===== config.mk =====
export PLATFORM = sky130hd
export DESIGN_NAME = vga_timing_gen
export DESIGN_NICKNAME = d
export VERILOG_FILES = /design/src/rtl/vga_timing_gen.sv
export SDC_FILE = /design/constraint.sdc
export NUM_CORES = 1
export LEC_CHECK = 0
export CORE_ASPECT_RATIO = 1.75
export CORE_UTILIZATION = 50
export DETAILED_ROUTE_END_ITERATION = 12
export HOLD_SLACK_MARGIN = 0.08
export PLACE_DENSITY = 0.74
export SKIP_CTS_REPAIR_TIMING = 1
export SLEW_MARGIN = 25
export SYNTH_ARGS = -nofsm -noshare
export SYNTH_HDL_FRONTEND = slang
export SYNTH_SLANG_ARGS = --single-unit

===== constraint.sdc =====
create_clock -name clk_in -period 6.3 [get_ports clk_in]
set_input_delay 0.63 -clock clk_in [delete_from_list [all_inputs] [get_ports clk_in]]
set_output_delay 0.63 -clock clk_in [all_outputs]
set_load 0.05 [all_outputs]

===== src/rtl/vga_timing_gen.sv =====
// Pixel-clock raster timing generator: line/frame counters plus registered
// syncs, blanking, display enable and start pulses, all advanced by ce.
module vga_timing_gen #(
  parameter int H_ACTIVE   = 640,
  parameter int H_FP       = 16,
  parameter int H_SYNC     = 96,
  parameter int H_BP       = 48,
  parameter int V_ACTIVE   = 480,
  parameter int V_FP       = 10,
  parameter int V_SYNC     = 2,
  parameter int V_BP       = 33,
  parameter bit H_SYNC_POL = 1'b0,
  parameter bit V_SYNC_POL = 1'b0,
  parameter int CNT_W      = 10
) (
  input  logic             clk_in,
  input  logic             reset,
  input  logic             ce,
  output logic             h_sync,
  output logic             v_sync,
  output logic             display_en,
  output logic [CNT_W-1:0] h_count,
  output logic [CNT_W-1:0] v_count,
  output logic             line_start,
  output logic             frame_start,
  output logic             v_blank,
  output logic [7:0]       frame_count
);

  localparam int H_TOTAL = H_ACTIVE + H_FP + H_SYNC + H_BP;
  localparam int V_TOTAL = V_ACTIVE + V_FP + V_SYNC + V_BP;

  localparam logic [CNT_W-1:0] H_ACT     = CNT_W'(H_ACTIVE);
  localparam logic [CNT_W-1:0] H_LAST    = CNT_W'(H_TOTAL - 1);
  localparam logic [CNT_W-1:0] H_SYNC_LO = CNT_W'(H_ACTIVE + H_FP);
  localparam logic [CNT_W-1:0] H_SYNC_HI = CNT_W'(H_ACTIVE + H_FP + H_SYNC);
  localparam logic [CNT_W-1:0] V_ACT     = CNT_W'(V_ACTIVE);
  localparam logic [CNT_W-1:0] V_LAST    = CNT_W'(V_TOTAL - 1);
  localparam logic [CNT_W-1:0] V_SYNC_LO = CNT_W'(V_ACTIVE + V_FP);
  localparam logic [CNT_W-1:0] V_SYNC_HI = CNT_W'(V_ACTIVE + V_FP + V_SYNC);

  logic [CNT_W-1:0] h;
  logic [CNT_W-1:0] v;
  logic [7:0]       frame;
  logic             h_wrap;
  logic             v_wrap;
  logic             h_sync_region;
  logic             v_sync_region;

  assign h_wrap        = (h == H_LAST);
  assign v_wrap        = (v == V_LAST);
  assign h_sync_region = (h >= H_SYNC_LO) && (h < H_SYNC_HI);
  assign v_sync_region = (v >= V_SYNC_LO) && (v < V_SYNC_HI);

  // Outputs describe the position held in h/v at the ce edge, so every output
  // comes from the same counter value and they never skew against each other.
  always_ff @(posedge clk_in) begin
    if (reset) begin
      h           <= '0;
      v           <= '0;
      frame       <= '0;
      h_count     <= '0;
      v_count     <= '0;
      display_en  <= 1'b0;
      line_start  <= 1'b0;
      frame_start <= 1'b0;
      v_blank     <= 1'b0;
      frame_count <= '0;
      h_sync      <= ~H_SYNC_POL;
      v_sync      <= ~V_SYNC_POL;
    end else if (ce) begin
      h_count     <= h;
      v_count     <= v;
      display_en  <= (h < H_ACT) && (v < V_ACT);
      line_start  <= (h == '0);
      frame_start <= (h == '0) && (v == '0);
      v_blank     <= (v >= V_ACT);
      frame_count <= frame;
      h_sync      <= h_sync_region ? H_SYNC_POL : ~H_SYNC_POL;
      v_sync      <= v_sync_region ? V_SYNC_POL : ~V_SYNC_POL;

      if (h_wrap) begin
        h <= '0;
        if (v_wrap) begin
          v     <= '0;
          frame <= frame + 8'd1;
        end else begin
          v <= v + 1'b1;
        end
      end else begin
        h <= h + 1'b1;
      end
    end
  end

endmodule


Yosys cells after proc, flatten, opt, wreduce, memory -nomap -nowiden:

Index checks and enable logic that the tools add are counted.

* output and inout bits: 34
* register bits after elaboration: 62
* logic and storage cells: 36

* add/subtract/negate cells: 3
* equality and inequality tests: 2
* reductions and logical operators: 8
* $lt $le $gt $ge: 7
* multiplexer cells: 4

Operator list (number)
* $add A10 B1 Y10 const B: 2
* $eq A10 B10 Y1 const B: 2
* $ge A10 B9 Y1 const B: 2
* $logic_not A10 Y1: 2
* $lt A10 B10 Y1 const B: 2
* $lt A10 B9 Y1 const B: 2
* $mux W10: 2
* $ge A10 B10 Y1 const B: 1
* $add A8 B1 Y8 const B: 1
* $logic_and A1 B1 Y1: 4
* $reduce_and A3 Y1: 1
* $mux W1: 2
* $reduce_and A2 Y1: 1

Logic depth before layout (Yosys ltp):

Gate-level depths: netlist of the first run.

* word-level depth: 3
* gate-level depth with buffers: 7

Worst setup path before layout of the first run:

No wires, ideal clock.

* kind: input -> register
* start: input ce
* end: register v[6]
* stages on the path: 5
* data required time: 6228 ps
* setup time: 72 ps
* data arrival time: 2056 ps
* path buffers: 1
* setup slack: 4173 ps
* cell sequence: nand3_1 -> or4_4 -> buf_6 -> or4_1 -> a21oi_1

* longest elaborated chain between the ends: 1

Ends and longest elaborated chain
* start: declaration: RTL line 18 `input logic ce,`
* $reduce_and A2 Y1 (no source line)
* end signal: assignment: RTL line 88 `v <= v + 1'b1;`
* end: declaration: RTL line 43 `logic [CNT_W-1:0] v;`

No other way between the ends.
A chain may end at the register's enable or synchronous reset.

Worst setup path in the final report of the first run:

* start: input ce
* end: register v[2]

The elaborated chain is that of the path after synthesis.

==> metrics list, run 1 <==
* RSZ-0062 raised after global routing: no
* Antenna-violating nets left: 0
- After detailed routing, the total wire length is 5.67 mm.
- For this design the static power due to leakage is 1.15 nW.
- In this run the mean area of a mapped cell was 9.18 um2.
* Distinct cell type count after synthesis: 37
- H-tree level count: 3
- Clock root cell: sky130_fd_sc_hd__clkbuf_8
* Class of the tightest hold or removal check: register to register
- Count of standard-cell rows: 34
* Worst hold slack: roughly 0.46 ns
- Clock net sink count: 62
- After detailed routing, the number of remaining DRC violations is 0.
- Share of flip-flops with an asynchronous set or reset: 0
- Final Hold Violating Endpoints: 0
- Largest net degree at the start of global routing: 56
* Max-slew headroom at the worst pin: 0.348
- For this run, the leading register cell type out of synthesis is sky130_fd_sc_hd__dfxtp_1.
* Number of filler cells placed in the layout: 438
- After routing, the total negative slack on setup checks comes to 0 ns.
- Time the final worst path needs with I/O delays and setup: 2.60 ns
* Chain of cells forming the critical path: buf_4, nand3_1, or4_4, o21bai_1, a21oi_1
- At the end of the flow the core is filled with cells to 0.632.
* Yosys warning count: 0
* Pre-antenna DRT Iters: 4
- The share of total power dissipated in the clock network is 0.444.
* Number of register bits inferred by synthesis: between 60 and 70
- Crit path launch type: input pin
* Worst Max-Slew Pin Slew: just under 1 ns
* Total global routing overflow: 0
- STA puts the critical path data required time at 6.49 ns.
* # port buffers: 36
* Type of the worst setup path: input pin to register
* Initial standard-cell utilization of the core: 0.526
* Most frequently used cell type in the post-synthesis netlist: sky130_fd_sc_hd__dfxtp_1
- Switching Share: 0.233
- Clock latency on the worst-skew pair: 0.34 ns
- In the synthesized netlist, the cells that appear most often are 62 x sky130_fd_sc_hd__dfxtp_1, 36 x sky130_fd_sc_hd__nor2_1, 28 x sky130_fd_sc_hd__mux2i_1, 22 x sky130_fd_sc_hd__a21oi_1, 15 x sky130_fd_sc_hd__clkbuf_1.
- Internal power comes to 599 uW.
- Across every metal layer, demand over resource in global routing totals 0.219.
- Initial DRC Count: 44
- The number of antenna violations at the first check in global routing came to 0.
* Achievable clock frequency: 0.384 GHz
* Clock buffer depth: 2
- Peak supply drop: 152 uV
* Dominant cell type by area after synthesis: sky130_fd_sc_hd__dfxtp_1
- The die covers 5630 um2.
* Final weighted congestion in routability-driven placement: 0.862
- By area the synthesized netlist is led by sky130_fd_sc_hd__dfxtp_1 47%, sky130_fd_sc_hd__mux2i_1 11%, sky130_fd_sc_hd__nor2_1 5.1%.
- Via count: 2231
* Met1 track utilization from global routing: 0.248
- Clock-pin slew was measured on the worst setup and hold paths at about 0.070 ns.
* Sequential fraction of design power: 0.510
- Of the post-synthesis cell area, the dominant cell type holds 0.466.
- The share of the Yosys chip area taken by registers is 0.466.
- For met2 alone, demand over resource in global routing was 0.362.
* Busiest layer in global routing: met2
- CTS tree: done
- Mapped Area: approximately 2700 um2
- Buf/Inv on CP: 1
- The flow ran to the end, and the final reports show no timing, DRC or antenna violations.
* Net total in the final layout: 328
- The largest single stage delay on the critical path is 0.76 ns.
- Number of ports placed on the die boundary: 37
- Synthesized Nets: 299
* Worst clock skew: 0.00736 ns
- Routed length per placed instance: 15.0 um
* P&R area growth vs syn: 20.1%
- The floorplan step set the die width to 57.2 um.
* Final max-slew violation count: 0
- Fraction of power consumed by combinational cells: 0.046
- Clock buffers created by TritonCTS: 9
* Vias in the first global route: about 2100
- In this design, the largest share of critical-path delay is due to simple AND/OR/NAND/NOR gates.
* Critical path fanouts, max: between 40 and 50
* Cell area power density: between 200 and 250 nW/um2
- Cells after synthesis: just under 300
- Core ar.: 5060 um2
- Via-per-instance ratio: 5.90
* Die H: ~100 um
- The worst setup path is captured at a register.
- 0 antenna diodes ended up in the layout.
* Met3 Track Usage GR: 0.0682
- Layout cell share with drive strength beyond 1: 0.0679
- Total of endpoints with negative setup slack in the final report: 0
- STA puts the critical path data arrival time at 2.79 ns.
- The analysis attributes to net switching a power of 182 uW.
- Dividing the final minimum period by the clock period gives 0.413.
- The first global-routing pass estimated roughly 9.5 mm of wire.
- Slowest stage cell, crit path: sky130_fd_sc_hd__or4_4
* Count of maximum capacitance violations: 0
- Count of flip-flops with a built-in enable after synthesis: 0
- Half-perimeter wire length of the detailed placement result: 3.59 mm
==> flip-flops by register name, summed over array words and instances (netlist names), 8 cells and up <==
register and flops:
frame_count 8, h 10, frame 8, v_count 10, h_count 10, v 10
==> worst min-delay path, cell delays in order, from the launching register on <==
cell,delay [ns]
sky130_fd_sc_hd__dfxtp_1,0.31
sky130_fd_sc_hd__nand2_1,0.06
sky130_fd_sc_hd__a21oi_1,0.05
==> kinds of logic after synthesis <==
logic type / Yosys count / synth area share
compound gates: 47 / 0.108
xor+xnor: 8 / 0.0263
fa+ha+maj: 6 / 0.0282
buf+inv: 28 / 0.0456
flops: 62 / 0.466
mux: 28 / 0.105
simple gates: 111 / 0.220
==> power by group through the flow <==
stage               registers (mW)  clock network (mW)  logic (mW)
floorplan                    0.414                   0      0.0198
global placement             0.407                   0      0.0364
detailed placement           0.407                   0      0.0365
CTS                          0.398               0.352      0.0367
global route                 0.398               0.371      0.0395
finish                       0.398               0.347      0.0363
==> layer usage <==
metal	routed length, um	vias to the layer above	part of all wire
met2	2890	53	0.51
met5	0	-	0
li1	-	1103	-
met4	107	0	0.019
met1	2470	1067	0.44
met3	209	8	0.037
==> final timing paths <==
check             slack [ns]  cells after the start       start    endpoint
setup / recovery        3.70                      5          ce        v[2]
hold reg to reg         0.46                      2  display_en  display_en
setup reg to reg        3.88                      5        h[0]        v[2]
hold / removal          0.46                      2  display_en  display_en
==> metrics by stage <==
step	worst slack (ns)	area, um2	power [mW]	std cells
after floorplan	4.17	2660	0.434	290
after detailed placement	3.00	3000	0.443	362
after global routing	3.56	3200	0.809	378
after global placement	3.08	3000	0.443	362
after CTS	3.34	3200	0.787	378
final	3.70	3200	0.781	378
==> area by class of cell <==
type	count	area (um2)	share of cell area
clock inverters	6	61.3	0.0192
inverters	10	37.5	0.0117
well taps	54	67.6	0.0211
clock buffers	10	138	0.0430
repair buffers	36	353	0.110
multi-input cells	200	1300	0.406
flip-flops and latches	62	1240	0.388
==> cell usage in the layout (no fill, tap or decap), types with 5 or more instances in the layout <==
cell,instances
sky130_fd_sc_hd__inv_1,10
sky130_fd_sc_hd__nand4_1,7
sky130_fd_sc_hd__clkdlybuf4s50_1,34
sky130_fd_sc_hd__or4_1,9
sky130_fd_sc_hd__mux2i_1,28
sky130_fd_sc_hd__xnor2_1,5
sky130_fd_sc_hd__clkbuf_8,10
sky130_fd_sc_hd__nand3_1,13
sky130_fd_sc_hd__a21oi_1,22
sky130_fd_sc_hd__o31ai_1,10
sky130_fd_sc_hd__nand2_1,13
sky130_fd_sc_hd__nor3_1,10
sky130_fd_sc_hd__ha_1,6
sky130_fd_sc_hd__nor2_1,36
sky130_fd_sc_hd__dfxtp_1,62
sky130_fd_sc_hd__or3_1,5
sky130_fd_sc_hd__o21ai_0,7
Power figures use the tool's default switching activity.
==> run 2: changes to the inputs <==
Settings changed: CORE_UTILIZATION 50 to 49, PLACE_DENSITY 0.74 to 0.76.
Clock period 6.3 ns to 2.15 ns, I/O delays scaled along.
==> metrics list, run 2 (synthesis gave the netlist of run 1 again) <==
- H-tree level count: 3
- Number of placed instances, taps included: 383
- In this run the deepest clock path goes through 2 buffers.
- Counting the fill cells in the layout gives between 400 and 500.
- Worst clock skew: around 0.009 ns
* Final standard cell count with taps included and fillers excluded: 402
- The initialized floorplan defines 35 standard-cell rows.
* Failing checks: DRC
* Net total in the final layout: 351
- Longest individual stage delay on the worst path: 0.62 ns
- Commonest non-fill, non-tap cell in the layout: sky130_fd_sc_hd__dfxtp_1
- The worst hold path belongs to the class input pin to register.
- Compared with the post-synthesis result, the final layout area differs by 28.6%.
* CTS tree: done
- Final total power: 2.48 mW
* Hold Path Stages: 2
- On the final layout, the worst hold slack is 0.242 ns.
- Number of remaining DRC errors: 3
- Global-route wire length before repair: 9.76 mm
* Pre-antenna DRT Iters: 8
* Vias in the first global route: around 2200
* Clock net sink count: 62
- The slowest stage of the critical path is the sky130_fd_sc_hd__or4_4 cell.
- The worst hold path begins at reset.
- The critical path is of the register to register type.
- In this run the tightest slew margin relative to its limit is 0.617.
- At the later pin of the worst-skew pair, clock insertion delay measures 0.34 ns.
- Clock root cell: sky130_fd_sc_hd__clkbuf_8
* Core ar.: 5260 um2
* Initial standard-cell utilization of the core: 0.507
- During I/O placement, the number of pins put on the boundary was 37.
- Of the cells placed in the final design, the portion with a size suffix greater than 1 is 0.133.
* Crit path launch type: register
* Achievable clock frequency: 0.472 GHz
- CP endpoint kind: register
* Half-perimeter wire length of the detailed placement result: 4.02 mm
- Initial DRC Count: 81
- The tool flagged a number of max-cap violations equal to 0.
- Buf/Inv on CP: 0
* # port buffers: 36
- The critical path starts at h[7].
* Cell area power density: ~720 nW/um2
- Of all nets on the critical path, the largest fanout is 7.
* Antenna-violating nets left: 0
- Time the final worst path needs with I/O delays and setup: 2.12 ns
- For the pin with the worst max-slew slack, the measured transition is 0.575 ns.
- The die is 99.5 um tall.
* Initial antenna violation count: 0
- Worst-path clk slew: 0.07 ns
- Largest net degree at the start of global routing: 42
* Outcome: finished, violations left
- Total global routing overflow: 0
* Total of endpoints with negative setup slack in the final report: 0
- Walking the worst path, the cells encountered are or3_4, or4_4, or4_1, a21oi_2.
- After detailed routing, the total wire length is roughly 6 mm.
* Width of the die: 57.7 um
* Antenna Cells: 0
* Critical register-to-register path endpoint: v[6]
- Via count: 2333
- Kind of cell adding the most delay to the critical path: simple AND/OR/NAND/NOR gates
- Clock buffers created by TritonCTS: 9
* Final max-slew violation count: 0
- Crit Reg-Reg Startpoint: h[7]
- Final weighted congestion in routability-driven placement: 0.831
* Pleak: 1.27 nW
* Overall global routing resource usage: 0.222
- The worst hold path terminates at h_count[0].
* Final period util: 0.985
- Full die area: 5740 um2
- Final Hold Violating Endpoints: 0
- The top cell types in the final layout, fill and taps aside, are 62 x sky130_fd_sc_hd__dfxtp_1, 36 x sky130_fd_sc_hd__nor2_1, 34 x sky130_fd_sc_hd__clkdlybuf4s50_1, 28 x sky130_fd_sc_hd__mux2i_1, 21 x sky130_fd_sc_hd__buf_4.
- In the routed layout, each cell is associated on average with a via count of 5.80.
- Dividing the detail-routed wire length by the instance count gives 15.2 um.
- Data on the critical path arrives at its endpoint at around 2.4 ns.
- Endpoint required time on the critical path: 2.43 ns
- Minimum setup slack among reg-to-reg paths: 0.03 ns
- Peak supply drop: approximately 870 uV
- Setup repair after global routing could not meet its margin everywhere.
* R2r worst-path depth: 4
==> run 2: changes by cell type in the layout (fill, tap and decap cells not counted) <==
cell / before / now
sky130_fd_sc_hd__bufinv_16: 1 / 3
sky130_fd_sc_hd__a21oi_2: 0 / 3
sky130_fd_sc_hd__a21oi_1: 22 / 19
sky130_fd_sc_hd__clkinv_2: 3 / 1
sky130_fd_sc_hd__clkinvlp_4: 1 / 0
sky130_fd_sc_hd__buf_4: 1 / 21
sky130_fd_sc_hd__clkinv_4: 1 / 0
sky130_fd_sc_hd__clkbuf_8: 10 / 9
sky130_fd_sc_hd__or4_1: 9 / 8
sky130_fd_sc_hd__or4_4: 1 / 4
sky130_fd_sc_hd__clkbuf_1: 0 / 3
sky130_fd_sc_hd__buf_2: 1 / 2
==> run 2: per-layer routing <==
metal,global-route usage,vias up,part of all wire
met3,0.0403,22,0.045
met1,0.242,1088,0.39
met5,0,-,0
met4,0.152,0,0.034
met2,0.381,72,0.53
li1,-,1151,-
==> run 2: worst max-delay path by stage <==
stage / to / slack, ns / cells after the start
after floorplan: v[6] / 0.06 / 6
final: v[6] / 0.03 / 4
after global routing: v[6] / -0.02 / 4
after global placement: frame[0] / 0.15 / 5
after detailed placement: frame[5] / 0.09 / 5
after CTS: frame[5] / 0.07 / 5
==> run 2: cell type report <==
cell class | count | area [um2] | area share
Tap cell | 55 | 68.8 | 0.0201
Inverter | 10 | 37.5 | 0.0110
Multi-Input combinational cell | 202 | 1340 | 0.391
Clock buffer | 12 | 135 | 0.0395
Clock inverter | 4 | 95.1 | 0.0278
Sequential cell | 62 | 1240 | 0.363
Timing Repair Buffer | 57 | 508 | 0.148
==> run 2: worst register-to-register path, delay by kind of cell, from the launching register on <==
kind	cells	cell delay (ns)
AOI/OAI and AO/OA	1	0.14
and+or+nand+nor	3	1.60
DFF	1	0.32
==> run 2: power breakdown <==
| part | internal (mW) | leakage (nW) | switching, mW |
|---|---|---|---|
| clock network | 0.770 | 0.115 | 0.426 |
| registers | 1.16 | 0.501 | 0.00559 |
| logic | 0.0431 | 0.660 | 0.0777 |
==> run 2: through the flow <==
| stage | setup slack [ns] | cell area, um2 | TNS [ns] | utilization |
|---|---|---|---|---|
| final | 0.0326 | 3420 | 0 | 0.651 |
| after global routing | -0.0202 | 3420 | -0.0364 | 0.651 |
| after CTS | 0.0658 | 3380 | 0 | 0.643 |
| after detailed placement | 0.0892 | 3150 | 0 | 0.599 |
| after global placement | 0.148 | 3150 | 0 | 0.599 |
| after floorplan | 0.0605 | 2660 | 0 | - |
==> run 3: changes to the inputs <==
Settings changed: CORE_UTILIZATION 49 to 50, CTS_BUF_LIST set to sky130_fd_sc_hd__clkbuf_8, PLACE_DENSITY 0.76 to 0.77.
==> metrics list, run 3 (synthesis gave the netlist of run 1 again) <==
* P&R area growth vs syn: 24.9%
* Kind of cell adding the most delay to the critical path: simple AND/OR/NAND/NOR gates
- Across every metal layer, demand over resource in global routing totals 0.225.
- Total Routed Length: 6.23 mm
- Hold worst-path end: h[0]
- Clock net sink count: 62
* Count of standard-cell rows: 34
* Worst hold slack: between 0.2 and 0.25 ns
- Type of the worst setup path: register to register
- The analysis attributes to net switching a power of between 400 and 500 uW.
- Counting along the longest clock path gives a buffer depth of 2.
* Full die area: 5630 um2
* Clock Power Share: 0.393
- Hold Path Stages: 3
* Total negative slack: 0 ns
- STA classifies the critical path startpoint as a register.
* Source of the worst hold timing path: ce
* Clock root cell: sky130_fd_sc_hd__clkbuf_8
- Entering global routing, the biggest net connects just over 40 pins.
* Failing checks: DRC
- Total of endpoints with negative setup slack in the final report: 0
* Final period util: 0.964
- Final weighted congestion in routability-driven placement: between 0.8 and 0.9
- In the routed design, unresolved DRC markers number 2.
- Together, buffers and inverters on the worst path number 0.
* Commonest cells after routing, fill and taps aside: 62 x sky130_fd_sc_hd__dfxtp_1, 36 x sky130_fd_sc_hd__nor2_1, 34 x sky130_fd_sc_hd__clkdlybuf4s50_1, 28 x sky130_fd_sc_hd__mux2i_1
- Vias in the first global route: approximately 2200
* Achievable clock frequency: 0.483 GHz
- The tightest min-delay check is of the input pin to register type.
- Minimum setup slack among reg-to-reg paths: 0.08 ns
- Pre-antenna DRT Iters: 9
- Traced cell by cell, the critical path runs through ha_1, nand3_1, or4_4, or4_1, a21oi_1.
* Initial antenna violation count: 0
* RSZ-0062 raised after global routing: no
- Width of the die: 57.2 um
* Longest individual stage delay on the worst path: 0.67 ns
- Clock latency on the worst-skew pair: 0.34 ns
- Of all nets on the critical path, the largest fanout is 14.
- Internal power summed over all cells: 1.63 mW
- Net total in the final layout: 351
- For this design, the slowest cell found on the critical path is sky130_fd_sc_hd__or4_4.
- The worst path needs ~2.1 ns of the cycle, external delays included.
* Antenna Cells: 0
- Total global routing overflow: 0
* CP endpoint kind: register
- At the worst endpoint, the arrival time is about 2.3 ns.
* Half-perimeter wire length of the detailed placement result: 4.15 mm
- Worst Max-Slew Pin Slew: around 0.56 ns
- Cell area power density: 637 nW/um2
- Input and output buffers added on the ports amount to 36.
- Outcome: finished, violations left
- Initial DRC Count: 79
- In this run the tightest slew margin relative to its limit is 0.624.
- For this configuration, the core starts out at a cell density of 0.526.
- After detailed routing, the number of vias per cell comes to 5.94.
- Clock buffers created by TritonCTS: 9
- Via count: 2369
- On the final layout, the worst clock skew is 0.00849 ns.
- The clock tree synthesis step divided the H-tree into 3 levels.
- 37 I/O pins were placed.
- Layout cell share with drive strength beyond 1: 0.119
- Critical register-to-register path endpoint: frame[5]
- Pleak: 1.25 nW
- CTS tree: done
- In this run the remaining antenna-violating nets after routing total 0.
* Count of maximum capacitance violations: 0
- R2r worst-path depth: 5
- Endpoint required time on the critical path: 2.41 ns
* Global-route wire length before repair: 9.83 mm
- Of the total power, the share spent switching nets is 0.232.
- Core ar.: 5060 um2
- From bottom edge to top edge, the die measures 98.5 um.
- The number of hold violations in the final report was 0.
* Worst-path clk slew: 0.06 ns
- Fraction of power consumed by combinational cells: 0.057
* Routed length per placed instance: 15.6 um
- Sequential fraction of design power: 0.550
* Peak supply drop: about 470 uV
* Commonest non-fill, non-tap cell in the layout: sky130_fd_sc_hd__dfxtp_1
* Final max-slew violation count: 0
- Crit Reg-Reg Startpoint: h[0]
run 3: worst max path at each step:
stage,start,end,slack (ns),depth (start not counted)
5_1_grt,h[0],v[6],0.003,5
3_5_place_dp,h[7],v[8],0.09,4
3_3_place_gp,h[7],frame[7],0.15,4
2_1_floorplan,h[0],v[6],0.06,6
6_report,h[0],frame[5],0.08,5
4_1_cts,h[7],frame[6],0.08,4
run 3: cell type report:
cell class / count / area, um2
flip-flops and latches: 62 / 1240
clock buffers: 10 / 138
inverters: 10 / 37.5
clock inverters: 4 / 17.5
multi-input cells: 201 / 1310
well taps: 54 / 67.6
fillers: 412 / 1740
repair buffers: 58 / 515
run 3: through the flow:
| step | instances | total power, mW | setup slack [ns] | cell area (um2) | util |
|---|---|---|---|---|---|
| 2_1_floorplan | 290 | 1.27 | 0.0605 | 2660 | - |
| 3_3_place_gp | 384 | 1.31 | 0.146 | 3160 | 0.625 |
| 3_5_place_dp | 384 | 1.31 | 0.0920 | 3160 | 0.625 |
| 4_1_cts | 398 | 2.13 | 0.0782 | 3320 | 0.655 |
| 5_1_grt | 399 | 2.18 | 0.00305 | 3330 | 0.657 |
| 6_report | 399 | 2.12 | 0.0782 | 3330 | 0.657 |
run 3: layer usage:
metal,track usage,wire length (um)
met1,0.252,2490
met2,0.392,3340
met3,0.0551,289
met4,0.103,112
met5,0,0
run 3: power by group through the flow:
stage | Clock, mW | Sequential, mW | Combinational, mW
2_1_floorplan | 0 | 1.21 | 0.0579
3_3_place_gp | 0 | 1.19 | 0.121
4_1_cts | 0.847 | 1.16 | 0.121
5_1_grt | 0.886 | 1.16 | 0.129
6_report | 0.833 | 1.16 | 0.121
3_5_place_dp | 0 | 1.19 | 0.121
run 3: worst register-to-register path, cell delays in order (launching register included):
cell and delay [ns]:
sky130_fd_sc_hd__dfxtp_1 0.33, sky130_fd_sc_hd__ha_1 0.17, sky130_fd_sc_hd__nand3_1 0.14, sky130_fd_sc_hd__or4_4 0.67
sky130_fd_sc_hd__or4_1 0.53, sky130_fd_sc_hd__a21oi_1 0.16
==> patch (settings of run 3) <==
Change the parameter `CNT_W` from 10 to 12.
--- a/src/rtl/vga_timing_gen.sv
+++ b/src/rtl/vga_timing_gen.sv
@@ -11,7 +11,7 @@
   parameter int V_BP       = 33,
   parameter bit H_SYNC_POL = 1'b0,
   parameter bit V_SYNC_POL = 1'b0,
-  parameter int CNT_W      = 10
+  parameter int CNT_W      = 12
 ) (
   input  logic             clk_in,
   input  logic             reset,
Ports: changed (resized h_count and v_count); port bits go from 37 to 41. The function was not compared with the original's and may differ.
==> patch against run 3 <==
  * Area after synthesis up 19%
  * Sequential cell count up 8
  * Clock skew up 0.0051 ns
  * Total power up 15%
  * Final area up 22%
  * Synthesized cell count up 22%
  * Wire length up 17%
  * Worst setup slack better by 0.0053 ns
==> patch: results (changes against run 3) <==
outcome finished, final reports clean (was finished, violations left); share of cells above drive strength 1 0.1695 (was 0.1188); M1 WL 2883 um (was 2487 um); global-route wire length before repair 12080 um (was 9832 um); fraction of the mapped netlist area in adder cells 0.02370 (was 0.02820); IO Port Bufs 40 (was 36); dpl ws -0.02240 ns (was 0.09199 ns); CTS max path bufs 2 (unchanged); final wirelength 7286 um (was 6226 um); met3 routed WL 308 um (was 289 um); top cells by area, synth dfxtp_1 (44%), mux2i_1 (10%), nor2_1 (6.5%), a21oi_1 (3.0%), ha_1 (2.4%) (was dfxtp_1 (47%), mux2i_1 (11%), nor2_1 (5.1%), a21oi_1 (4.1%), ha_1 (2.8%)); Initial DRC Count 232 (was 79); RD Place Congestion 0.9410 (was 0.8118); hold depth 5 (was 3); CTS root buf clkbuf_8 (unchanged); Worst Hold End h[4]$_SDFFE_PP0P_ (was h[0]$_SDFFE_PP0P_); launching point of the worst reg2reg path h[5]$_SDFFE_PP0P_ (was h[0]$_SDFFE_PP0P_); placed instance count 483 (was 384); Num CTS Buffers 9 (unchanged); Slowest-stage cell, CP or4_4 (unchanged); Hold WS 0.3510 ns (was 0.2299 ns); Clock Skew 0.01361 ns (was 0.008492 ns); Clock Latency Late Sink 0.36 ns (was 0.34 ns); Yosys cell types 45 (was 37); VDD IR max 0.4088 mV (was 0.4734 mV); xor/xnor cell area share of the yosys netlist 0.02488 (was 0.02632); via count 2761 (was 2369); Post-synth top flop dfxtp_1 (unchanged); detailed placement HPWL 5168 um (was 4152 um); GRT Overall Usage 0.2378 (was 0.2247); vias in the first global route 2633 (was 2174); largest net degree at the start of global routing 38 (was 41); leakage power 1.544 nW (was 1.253 nW); Seq/Total Area, Yosys 0.4423 (was 0.4662); post-synthesis mux area share 0.1224 (was 0.1053); Synth Area in Compound Gates 0.08175 (was 0.1081); Placed Area 3817 um^2 (was 3162 um^2); start point of the worst min-delay path ce (unchanged); Post-Syn Instances 355 (was 290); Worst-path clk slew 0.08 ns (was 0.06 ns); Post-synth top cells dfxtp_1 (70), nor2_1 (55), mux2i_1 (32), a21oi_1 (19), clkbuf_1 (19) (was dfxtp_1 (62), nor2_1 (36), mux2i_1 (28), a21oi_1 (22), clkbuf_1 (15)); number of diodes 0 (unchanged); top sig layer met4 (unchanged); reg2reg end frame[6]$_SDFFE_PP0P_ (was frame[5]$_SDFFE_PP0P_); Worst-Margin Slew 0.6294 ns (was 0.5646 ns); initial antenna violation count 0 (unchanged); WL met2 3796 um (was 3336 um); routed vias/inst 5.533 (was 5.937); flop-to-flop setup slack 0.08 ns; Critical Path Max Stage Delay 0.43 ns (was 0.67 ns); Pre-antenna DRT Iters 5 (was 9); Max FO, Critical Path 16 (was 14); nets 423 (was 351); Worst R2R Path Depth 5 (unchanged)
[patch: cell types whose count changed after synthesis, sizes merged, moves of 5 or more]
cell,run 3,this run
nor2b,1,6
nand4,7,12
mux2,0,6
nor2,36,55
buf,3,9
o31ai,10,4
dfxtp,62,70
[patch: worst max-delay path by stage]
stage                            endpoint  slack [ns]  depth (start not counted)              start
floorplan           frame[5]$_SDFFE_PP0P_        0.02                          7  h[0]$_SDFFE_PP0P_
global placement    frame[6]$_SDFFE_PP0P_      -0.008                          6  h[0]$_SDFFE_PP0P_
detailed placement  frame[6]$_SDFFE_PP0P_       -0.02                          6  h[0]$_SDFFE_PP0P_
CTS                 frame[6]$_SDFFE_PP0P_       -0.04                          6  h[0]$_SDFFE_PP0P_
global route            v[6]$_SDFFE_PP0P_        0.02                          5  h[5]$_SDFFE_PP0P_
finish              frame[6]$_SDFFE_PP0P_        0.08                          5  h[5]$_SDFFE_PP0P_
[patch: power by group]
group          switching, mW  internal (mW)
sequential           0.00608           1.31
combinational         0.0877         0.0507
clock                  0.483          0.505
[patch: worst max-delay path: cells and delay by family, from the launching register on]
| kind | cells | cell delay, ns |
|---|---|---|
| buffers and inverters | 1 | 0.17 |
| multiplexers | 1 | 0.35 |
| AND/OR/NAND/NOR | 3 | 1.10 |
| flip-flops | 1 | 0.32 |
[patch: layout make-up]
class                      instances  area (um^2)
tap                               80        100.1
fill                             490         2091
sequential                        70         1404
inverter                          14        52.55
clock buffer                      12        165.2
clock inverter                     4        21.27
multi-input combinational        243         1635
timing repair buffer              76        664.4
[patch: metal layers]
metal,track usage,up-vias
met1,0.2485,1307
met5,0,-
li1,-,1359
met4,0.1661,0
met2,0.4113,70
met3,0.06250,25
